`config.mk`:
```
export PLATFORM = sky130hd
export DESIGN_NAME = if_id_fetch_queue
export DESIGN_NICKNAME = d
export VERILOG_FILES = /design/src/rtl/if_id_fetch_queue.sv
export SDC_FILE = /design/constraint.sdc
export NUM_CORES = 1
export LEC_CHECK = 0
export ABC_AREA = 1
export CORE_ASPECT_RATIO = 0.6
export CORE_MARGIN = 5
export CORE_UTILIZATION = 55
export CTS_CLUSTER_SIZE = 24
export DETAILED_ROUTE_END_ITERATION = 10
export PLACE_DENSITY_LB_ADDON = 0.3
export RECOVER_POWER = 100
export SLEW_MARGIN = 20
export SYNTH_ARGS = -nofsm -noshare
export SYNTH_HDL_FRONTEND = slang
export SYNTH_SLANG_ARGS = --single-unit
```
`constraint.sdc`:
```
create_clock -name clk -period 9.59 [get_ports clk]
set_input_delay 1.4385 -clock clk [delete_from_list [all_inputs] [get_ports clk]]
set_output_delay 1.4385 -clock clk [all_outputs]
set_load 0.03 [all_outputs]
```
`src/rtl/if_id_fetch_queue.sv`:
```
// if_id_fetch_queue: decoupling FIFO of {pc, instr} between fetch and decode.
// Optional macro IFQ_PERF_CNT_EN adds a saturating decode-starvation counter.
module if_id_fetch_queue #(
    parameter int DEPTH   = 4,
    parameter int PC_W    = 32,
    parameter int INSTR_W = 32
) (
    input  logic                     clk,
    input  logic                     rst,
    input  logic                     flush,
    input  logic                     enq_valid,
    output logic                     enq_ready,
    input  logic [PC_W-1:0]          enq_pc,
    input  logic [INSTR_W-1:0]       enq_instr,
    output logic                     deq_valid,
    input  logic                     deq_ready,
    output logic [PC_W-1:0]          deq_pc,
    output logic [PC_W-1:0]          deq_pc_plus4,
    output logic [INSTR_W-1:0]       deq_instr,
    output logic [$clog2(DEPTH):0]   count,
    output logic [31:0]              perf_starve_cnt
);

    localparam int AW = $clog2(DEPTH);
    localparam int CW = AW + 1;
    localparam logic [CW-1:0] FULL = CW'(DEPTH);

    logic [PC_W-1:0]    r_mem_pc    [DEPTH];
    logic [INSTR_W-1:0] r_mem_instr [DEPTH];
    logic [AW-1:0]      r_wr_ptr;
    logic [AW-1:0]      r_rd_ptr;
    logic [CW-1:0]      r_count;

    logic               w_enq_ready;
    logic               w_deq_valid;
    logic               w_enq_fire;
    logic               w_deq_fire;
    logic [PC_W-1:0]    w_head_pc;
    logic [INSTR_W-1:0] w_head_instr;

    // Full blocks fetch regardless of a same-cycle dequeue, keeping
    // enq_ready off any combinational path from decode.
    assign w_enq_ready  = (r_count != FULL);
    assign w_deq_valid  = (r_count != '0) & ~flush;
    assign w_enq_fire   = enq_valid & w_enq_ready & ~flush;
    assign w_deq_fire   = w_deq_valid & deq_ready;
    assign w_head_pc    = r_mem_pc[r_rd_ptr];
    assign w_head_instr = r_mem_instr[r_rd_ptr];

    assign enq_ready    = w_enq_ready;
    assign deq_valid    = w_deq_valid;
    assign deq_pc       = w_head_pc;
    assign deq_pc_plus4 = w_head_pc + PC_W'(4);
    assign deq_instr    = w_deq_valid ? w_head_instr : '0;
    assign count        = r_count;

    // Storage: written only by an accepted enqueue; flush leaves it stale.
    always_ff @(posedge clk or posedge rst) begin
        if (rst) begin
            for (int i = 0; i < DEPTH; i++) begin
                r_mem_pc[i]    <= '0;
                r_mem_instr[i] <= '0;
            end
        end else if (w_enq_fire) begin
            r_mem_pc[r_wr_ptr]    <= enq_pc;
            r_mem_instr[r_wr_ptr] <= enq_instr;
        end
    end

    // Write pointer: wraps naturally since DEPTH is a power of two.
    always_ff @(posedge clk or posedge rst) begin
        if (rst) begin
            r_wr_ptr <= '0;
        end else if (flush) begin
            r_wr_ptr <= '0;
        end else if (w_enq_fire) begin
            r_wr_ptr <= r_wr_ptr + AW'(1);
        end
    end

    // Read pointer: advances on each word handed to decode.
    always_ff @(posedge clk or posedge rst) begin
        if (rst) begin
            r_rd_ptr <= '0;
        end else if (flush) begin
            r_rd_ptr <= '0;
        end else if (w_deq_fire) begin
            r_rd_ptr <= r_rd_ptr + AW'(1);
        end
    end

    // Occupancy: enq alone grows, deq alone shrinks, both together hold.
    always_ff @(posedge clk or posedge rst) begin
        if (rst) begin
            r_count <= '0;
        end else if (flush) begin
            r_count <= '0;
        end else if (w_enq_fire && !w_deq_fire) begin
            r_count <= r_count + CW'(1);
        end else if (w_deq_fire && !w_enq_fire) begin
            r_count <= r_count - CW'(1);
        end
    end

`ifdef IFQ_PERF_CNT_EN
    logic [31:0] r_starve_cnt;

    // Counts edges where decode asked for a word and none was offered.
    always_ff @(posedge clk or posedge rst) begin
        if (rst) begin
            r_starve_cnt <= '0;
        end else if (deq_ready && !w_deq_valid && (r_starve_cnt != '1)) begin
            r_starve_cnt <= r_starve_cnt + 32'd1;
        end
    end

    assign perf_starve_cnt = r_starve_cnt;
`else
    assign perf_starve_cnt = 32'h0;
`endif

endmodule

```
==> impl_results.md, run 1 <==
* Worst path max stage delay at ~1.5 ns
* Maximum fanout along the worst path at 51
* Num CTS Buffers at 25
* Post-CTS sizing at 0
* Synth top area cells: dfrtp_1 49%, nand2_1 17%, o21ai_0 12%, nor2_1 5.3%, inv_1 3.4%
* Antenna violations before repair at 0
* Synth warn at 0
* CP Data Required Time at 8.15 ns
* Die height at 131 microns
* Post-synthesis sequential area ratio at 48.8%
* Arr. time, crit path at just over 6 ns
* Max Slew Vio Count at between 700 and 800
* Unrepaired setup endpoints after global routing: false
* Nets at 1,992
* WHS at between 0.4 and 0.5 ns
* R2R Setup Slk at 3.97 ns
* Hold Fails Final Rpt at 0
* Vias post-DR at 12,154
* Setup_tns at 0 ns
* Count leader, synth: nand2_1
* Avg Vias per Cell at roughly 5.4
* Most frequent cells after synthesis: 597 x nand2_1, 329 x o21ai_0, 263 x dfrtp_1
* Slew @ Worst Pin at between 5 and 6 ns
* Primary FF master, synth: dfrtp_1
* # diodes at 0
* IO Pins at 202
* Post-Syn Area at 0.0135 sq mm
* Status: finished, violations left
* Drt first pass iters at 6
* Nature of the critical path startpoint: register
* WS Path Type: reg2out
* Buffers added on ports at roughly 170
* Post-synth EDFFs at 0
* Synth Instances at 1,818
* Logic pwr share at between 40% and 50%
* Clock transition at path regs at ~0.060 ns
* Hold Crit Class: reg2reg
* Syn avg cell area at between 7 and 8 sq um
* Avg WL per Cell at 16.2 microns
* Final GP Congestion at 0.890
* Top-area cell type share of the netlist area at around half
* WP buf/inv at 3
* Iteration-0 DRC Markers at around 1,300
* Clock skew at 0.00948 ns
* CTS sink count at 263
* P_int at ~3.2 mW
* DRT antenna net count at 0
* Die area at ~0.028 sq mm
* Slew margin rel. at -261%
* Placement Setup Slack at 3.94 ns
* First-pass GRT wire length at 60,100 microns
* Flops & latches, synth at 263
* Die width at 212 microns
* F_max at roughly 0.13 GHz
* Setup Viol. Count Final at 0
* Clk root buf: clkbuf_16
* Asr flop ratio synth at 100%
* GRT overflow at 0
* MaxCap Viol Count at 9
* NetSw at 2.45 mW
* Distinct cells, synth at 27
* Flop pwr share at between 30% and 40%
* Worst path cell trace: inv_1, buf_4, nor2_1, o21ai_1, nand2_1, ha_1, nand3_2, nor2_1, nand2_1, xor2_1, dlygate4sd3_1
* Pwr dens at 352 mW/mm^2
* Cell Rows at 44
* H-Tree Depth at 1
* CP top delay family: buffers and inverters
* Core ar. at 0.0242 sq mm
* Filler Cells Inserted at 2,066
* Largest net degree at the start of global routing at 123
* Slack of the critical path at 2.03 ns
* Minimum clock period at 7.56 ns
* Layout cells sized above 1 at 4.39%
* Clock power share at 20.2%
* Max IR drop VDD at roughly 0.16 mV
* Skew-Pair Late Insertion Delay at 0.52 ns
* Vias in the first global route at ~11,000
* Failing checks: max-capacitance violations, max-slew violations
* Initial Utilization at 55.8%
* CTS tree: built
* Post-DP HPWL at 23,200 microns
* Cts hold-fix bufs at 0
* DR DRC count at 0
* GR Util All Layers at 26.0%
* Leak Pwr at 7.85 nW
* Setup Buffers After CTS at 0
* Area taken by multi-input logic gates at 0.00578 sq mm
* Crit-path slowest cell: dfrtp_1
* Post-synth top area cell: dfrtp_1
* CTS Buffer Depth at 3
* Tcrit/Tclk final at 78.8%
* Storage element area at 0.00659 sq mm
* Critical path capture point type: output pin
* WL final at 36,700 microns
* Sw Ratio at between 40% and 50%
* Area Growth Syn to Fin at 18.2%
==> state kept, by name (all words and copies together), names as in the netlist <==
signal	flops
count	3
r_rd_ptr	2
r_wr_ptr	2
r_mem_instr	128
r_mem_pc	128
==> final cells by class <==
class | instances | share of cell area (%)
Sequential cell | 263 | 41.3
Multi-Input combinational cell | 1320 | 36.2
Timing Repair Buffer | 181 | 11.0
Clock buffer | 34 | 4.45
Inverter | 126 | 2.99
Tap cell | 322 | 2.53
Clock inverter | 11 | 1.46
==> power groups by stage <==
stage          clock [mW]  sequential [mW]  combinational [mW]
4_1_cts              1.15             1.88                2.69
2_1_floorplan           0             1.79                1.85
5_1_grt              1.20             1.95                2.86
3_5_place_dp            0             1.89                2.68
3_3_place_gp            0             1.87                2.62
6_report             1.13             1.89                2.59
==> layer usage <==
| layer | part of all wire, % | up-vias | global-route usage [%] |
|---|---|---|---|
| met5 | 0 | - | 0 |
| met4 | 1.4 | 0 | 4.00 |
| met3 | 8.9 | 46 | 4.98 |
| met2 | 43 | 491 | 39.1 |
| met1 | 46 | 5739 | 40.1 |
| li1 | - | 5878 | - |
==> cells by family after synthesis <==
kind of cell | Yosys count | share of synthesized area [%]
AOI/OAI and AO/OA | 374 | 14.0
buffers and inverters | 266 | 9.26
and+or+nand+nor | 893 | 26.4
other | 1 | 0.0278
DFF | 263 | 48.8
xor gates and xnor gates | 15 | 0.974
adders and majority gates | 6 | 0.612
==> cell usage in the layout (no fill, tap or decap), types with 19 or more instances in the layout <==
cell	n
clkbuf_16	25
dlygate4sd3_1	100
dfrtp_1	262
nand3_1	69
conb_1	32
a21oi_1	36
nand2_2	19
nand2_1	597
nor2_1	189
o21ai_0	329
inv_1	123
clkdlybuf4s50_1	69
==> through the flow <==
stage / utilization (%) / instance area [sq um] / instances / total power, mW
detailed placement: 62.3 / 15100 / 2211 / 4.56
global route: 66.0 / 15900 / 2257 / 6.00
CTS: 66.2 / 16000 / 2256 / 5.72
global placement: 62.3 / 15100 / 2211 / 4.49
finish: 66.0 / 15900 / 2257 / 5.62
floorplan: - / 13600 / 1849 / 3.64
==> worst paths after layout <==
kind,start,endpoint,cells past startpoint
setup / recovery,r_rd_ptr[1]$_DFFE_PP0P_,deq_pc_plus4[16],11
hold reg to reg,r_mem_instr[67]$_DFFE_PP0P_,r_mem_instr[67]$_DFFE_PP0P_,2
min in group asynchronous,rst,r_mem_pc[97]$_DFFE_PP0P_,2
setup reg to reg,count[0]$_DFFE_PP0P_,r_mem_pc[123]$_DFFE_PP0P_,7
hold / removal,r_mem_instr[67]$_DFFE_PP0P_,r_mem_instr[67]$_DFFE_PP0P_,2
max in group asynchronous,rst,r_mem_instr[112]$_DFFE_PP0P_,3
==> tightest hold or removal path, stage by stage, from the launching register on <==
cell and delay (ns):
dfrtp_1 0.34, nand2_1 0.05, o21ai_0 0.06
Note: power is estimated with default switching activity, not from simulation.
==> run 2, diff against run 1 <==
CORE_UTILIZATION = 50   (was 55)
clock period = 6.5 ns   (was 9.59 ns; I/O delays follow)
==> run 2 against run 1 <==
Net effect:
- the flow still finishes with violations (max-capacitance violations, max-slew violations)
- die area grew 9.4%
- sequential share of layout area barely moved
- count of clock-buffer cells in the layout decreased by 1
- critical path depth is the same
- clock skew about the same
==> impl_results.md, run 2 (synthesis results as in run 1) <==
* Status: finished, violations left
* Failing checks: max-capacitance violations, max-slew violations
* Antenna violations before repair at 1 (+1)
* Drt first pass iters at 6 (unchanged)
* Die height at 137 microns (+4.5%)
* DR DRC count at 0 (unchanged)
* Core ar. at 0.0265 sq mm (+9.5%)
* Setup Viol. Count Final at 0 (unchanged)
* WP buf/inv at 3 (unchanged)
* Post-CTS sizing at 0 (unchanged)
* Avg WL per Cell at 16.2 microns (about the same)
* Pwr dens at 513 mW/mm^2 (+46%)
* Cell Rows at 46 (+4.5%)
* Critical path capture point type: output pin
* CP most frequent cell: nand2_1
* Slew margin rel. at -155% (+110 points)
* Clk root buf: clkbuf_16
* CTS sink count at 263 (unchanged)
* Die area at 0.0305 sq mm (+9.4%)
* Largest net degree at the start of global routing at 171 (+39%)
* Maximum fanout along the worst path at 48 (-5.9%)
* Nets at 1,992 (unchanged)
* Hold Crit Class: reg2reg
* CTS tree: built
* Initial Utilization at 51.0% (-4.9 points)
* Layout cells sized above 1 at 4.70% (+0.31 points)
* Worst path cell trace: inv_2, buf_4, nand2_1, nand2_1, nand2_1, nor2_1, nand2_1, nor2_1, nand3_1, nand2_1, dlygate4sd3_1
* Commonest non-fill, non-tap cell in the layout: nand2_1
* IO Pins at 202 (unchanged)
* First-pass GRT wire length at 59,800 microns (-0.48%)
* Crit-path slowest cell: inv_2
* MaxCap Viol Count at 7 (-2)
* Setup_tns at 0 ns (unchanged)
* Most frequent cells in the layout: 597 x nand2_1, 329 x o21ai_0, 262 x dfrtp_1
* Die width at 222 microns (+4.7%)
* Nature of the critical path startpoint: register
* Unrepaired setup endpoints after global routing: false
* Skew-Pair Late Insertion Delay at 0.53 ns (about the same)
* Setup Buffers After CTS at 0 (unchanged)
* R2R Setup Slk at 1.57 ns (-2.40 ns)
* Clock transition at path regs at 0.07 ns (about the same)
* F_max at 0.180 GHz
* WL final at 37,300 microns (+1.7%)
* H-Tree Depth at 1 (unchanged)
* Avg Vias per Cell at 5.28 (-1.9%)
* Leak Pwr at 7.83 nW (-0.30%)
* Iteration-0 DRC Markers at 1,343 (-0.15%)
* CP top delay family: buffers and inverters
* Cts hold-fix bufs at 0 (unchanged)
* Post-DP HPWL at 23,800 microns (+2.6%)
* Buffers added on ports at 169 (unchanged)
* Final GP Congestion at 0.912 (+2.5%)
* Slack of the critical path at 0.958 ns (-1.08 ns)
* WS Path Type: reg2out
* CP Data Required Time at 5.52 ns (-2.63 ns)
* Hold Fails Final Rpt at 0 (unchanged)
* DRT antenna net count at 0 (unchanged)
* CTS Buffer Depth at 3 (unchanged)
* Area Growth Syn to Fin at 18.2% (about the same)
* Placement Setup Slack at 1.72 ns (-2.23 ns)
* Num CTS Buffers at 25 (unchanged)
* Vias post-DR at 12,125 (-0.24%)
* Max IR drop VDD at 0.211 mV (+35%)
* Minimum clock period at ~5.5 ns
* GR Util All Layers at 24.0% (-2.0 points)
* Slew @ Worst Pin at 3.82 ns (-1.57 ns)
* Clock skew at 0.00932 ns (-0.000164 ns)
* Arr. time, crit path at 4.57 ns (-1.55 ns)
* Max Slew Vio Count at 702 (-2.8%)
* Vias in the first global route at 11,267 (-1.1%)
* Worst path max stage delay at 0.90 ns (-0.61 ns)
* Tcrit/Tclk final at 85.3%
* GRT overflow at 0 (unchanged)
run 2: worst register-to-register path, delay by kind of cell (launching register included):
| kind | cells | cell delay (ns) |
|---|---|---|
| and+or+nand+nor | 4 | 0.82 |
| AOI/OAI and AO/OA | 1 | 0.42 |
| buffers and inverters | 2 | 3.03 |
| DFF | 1 | 0.37 |
run 2: area by class of cell:
cell class,instances,area (sq um)
diodes,1,2.50
clock buffers,33,716
clock inverters,12,169
fillers,2413,10500
inverters,126,477
multi-input cells,1320,5780
flip-flops and latches,263,6590
well taps,360,450
repair buffers,181,1770
run 2: path summary, 6_finish.rpt:
check,start,endpoint,cells after the start
worst max register to register,count[0]$_DFFE_PP0P_,r_mem_instr[108]$_DFFE_PP0P_,7
min in group asynchronous,rst,r_mem_instr[13]$_DFFE_PP0P_,2
worst min register to register,r_mem_instr[79]$_DFFE_PP0P_,r_mem_instr[79]$_DFFE_PP0P_,2
worst max-delay path,r_rd_ptr[1]$_DFFE_PP0P_,deq_pc_plus4[30],11
max in group asynchronous,rst,r_mem_pc[57]$_DFFE_PP0P_,3
worst min-delay path,r_mem_instr[79]$_DFFE_PP0P_,r_mem_instr[79]$_DFFE_PP0P_,2
run 2: report_power, final:
group          switching [mW]  internal, mW
Clock                   0.638         0.934
Combinational            2.58          1.28
Sequential              0.415          2.34
Total                    3.63          4.55
run 2: routing by layer:
layer	global-route usage [%]	wire (microns)	vias up
met3	4.86	2730	47
met4	4.96	507	0
li1	-	-	5876
met5	0	0	-
met1	36.1	17700	5796
met2	36.3	16400	406
run 2: per-stage QoR:
step                      cells  hold slack, ns  total power [mW]  instance area, sq um  utilization (%)
after floorplan            1849           0.448              5.37                 13600                -
after global placement     2250           0.460              6.66                 15100             57.1
after detailed placement   2250           0.467              6.75                 15100             57.1
after CTS                  2295           0.484              8.35                 16000             60.4
after global routing       2296           0.501              8.77                 15900             60.2
final                      2296           0.478              8.18                 15900             60.2
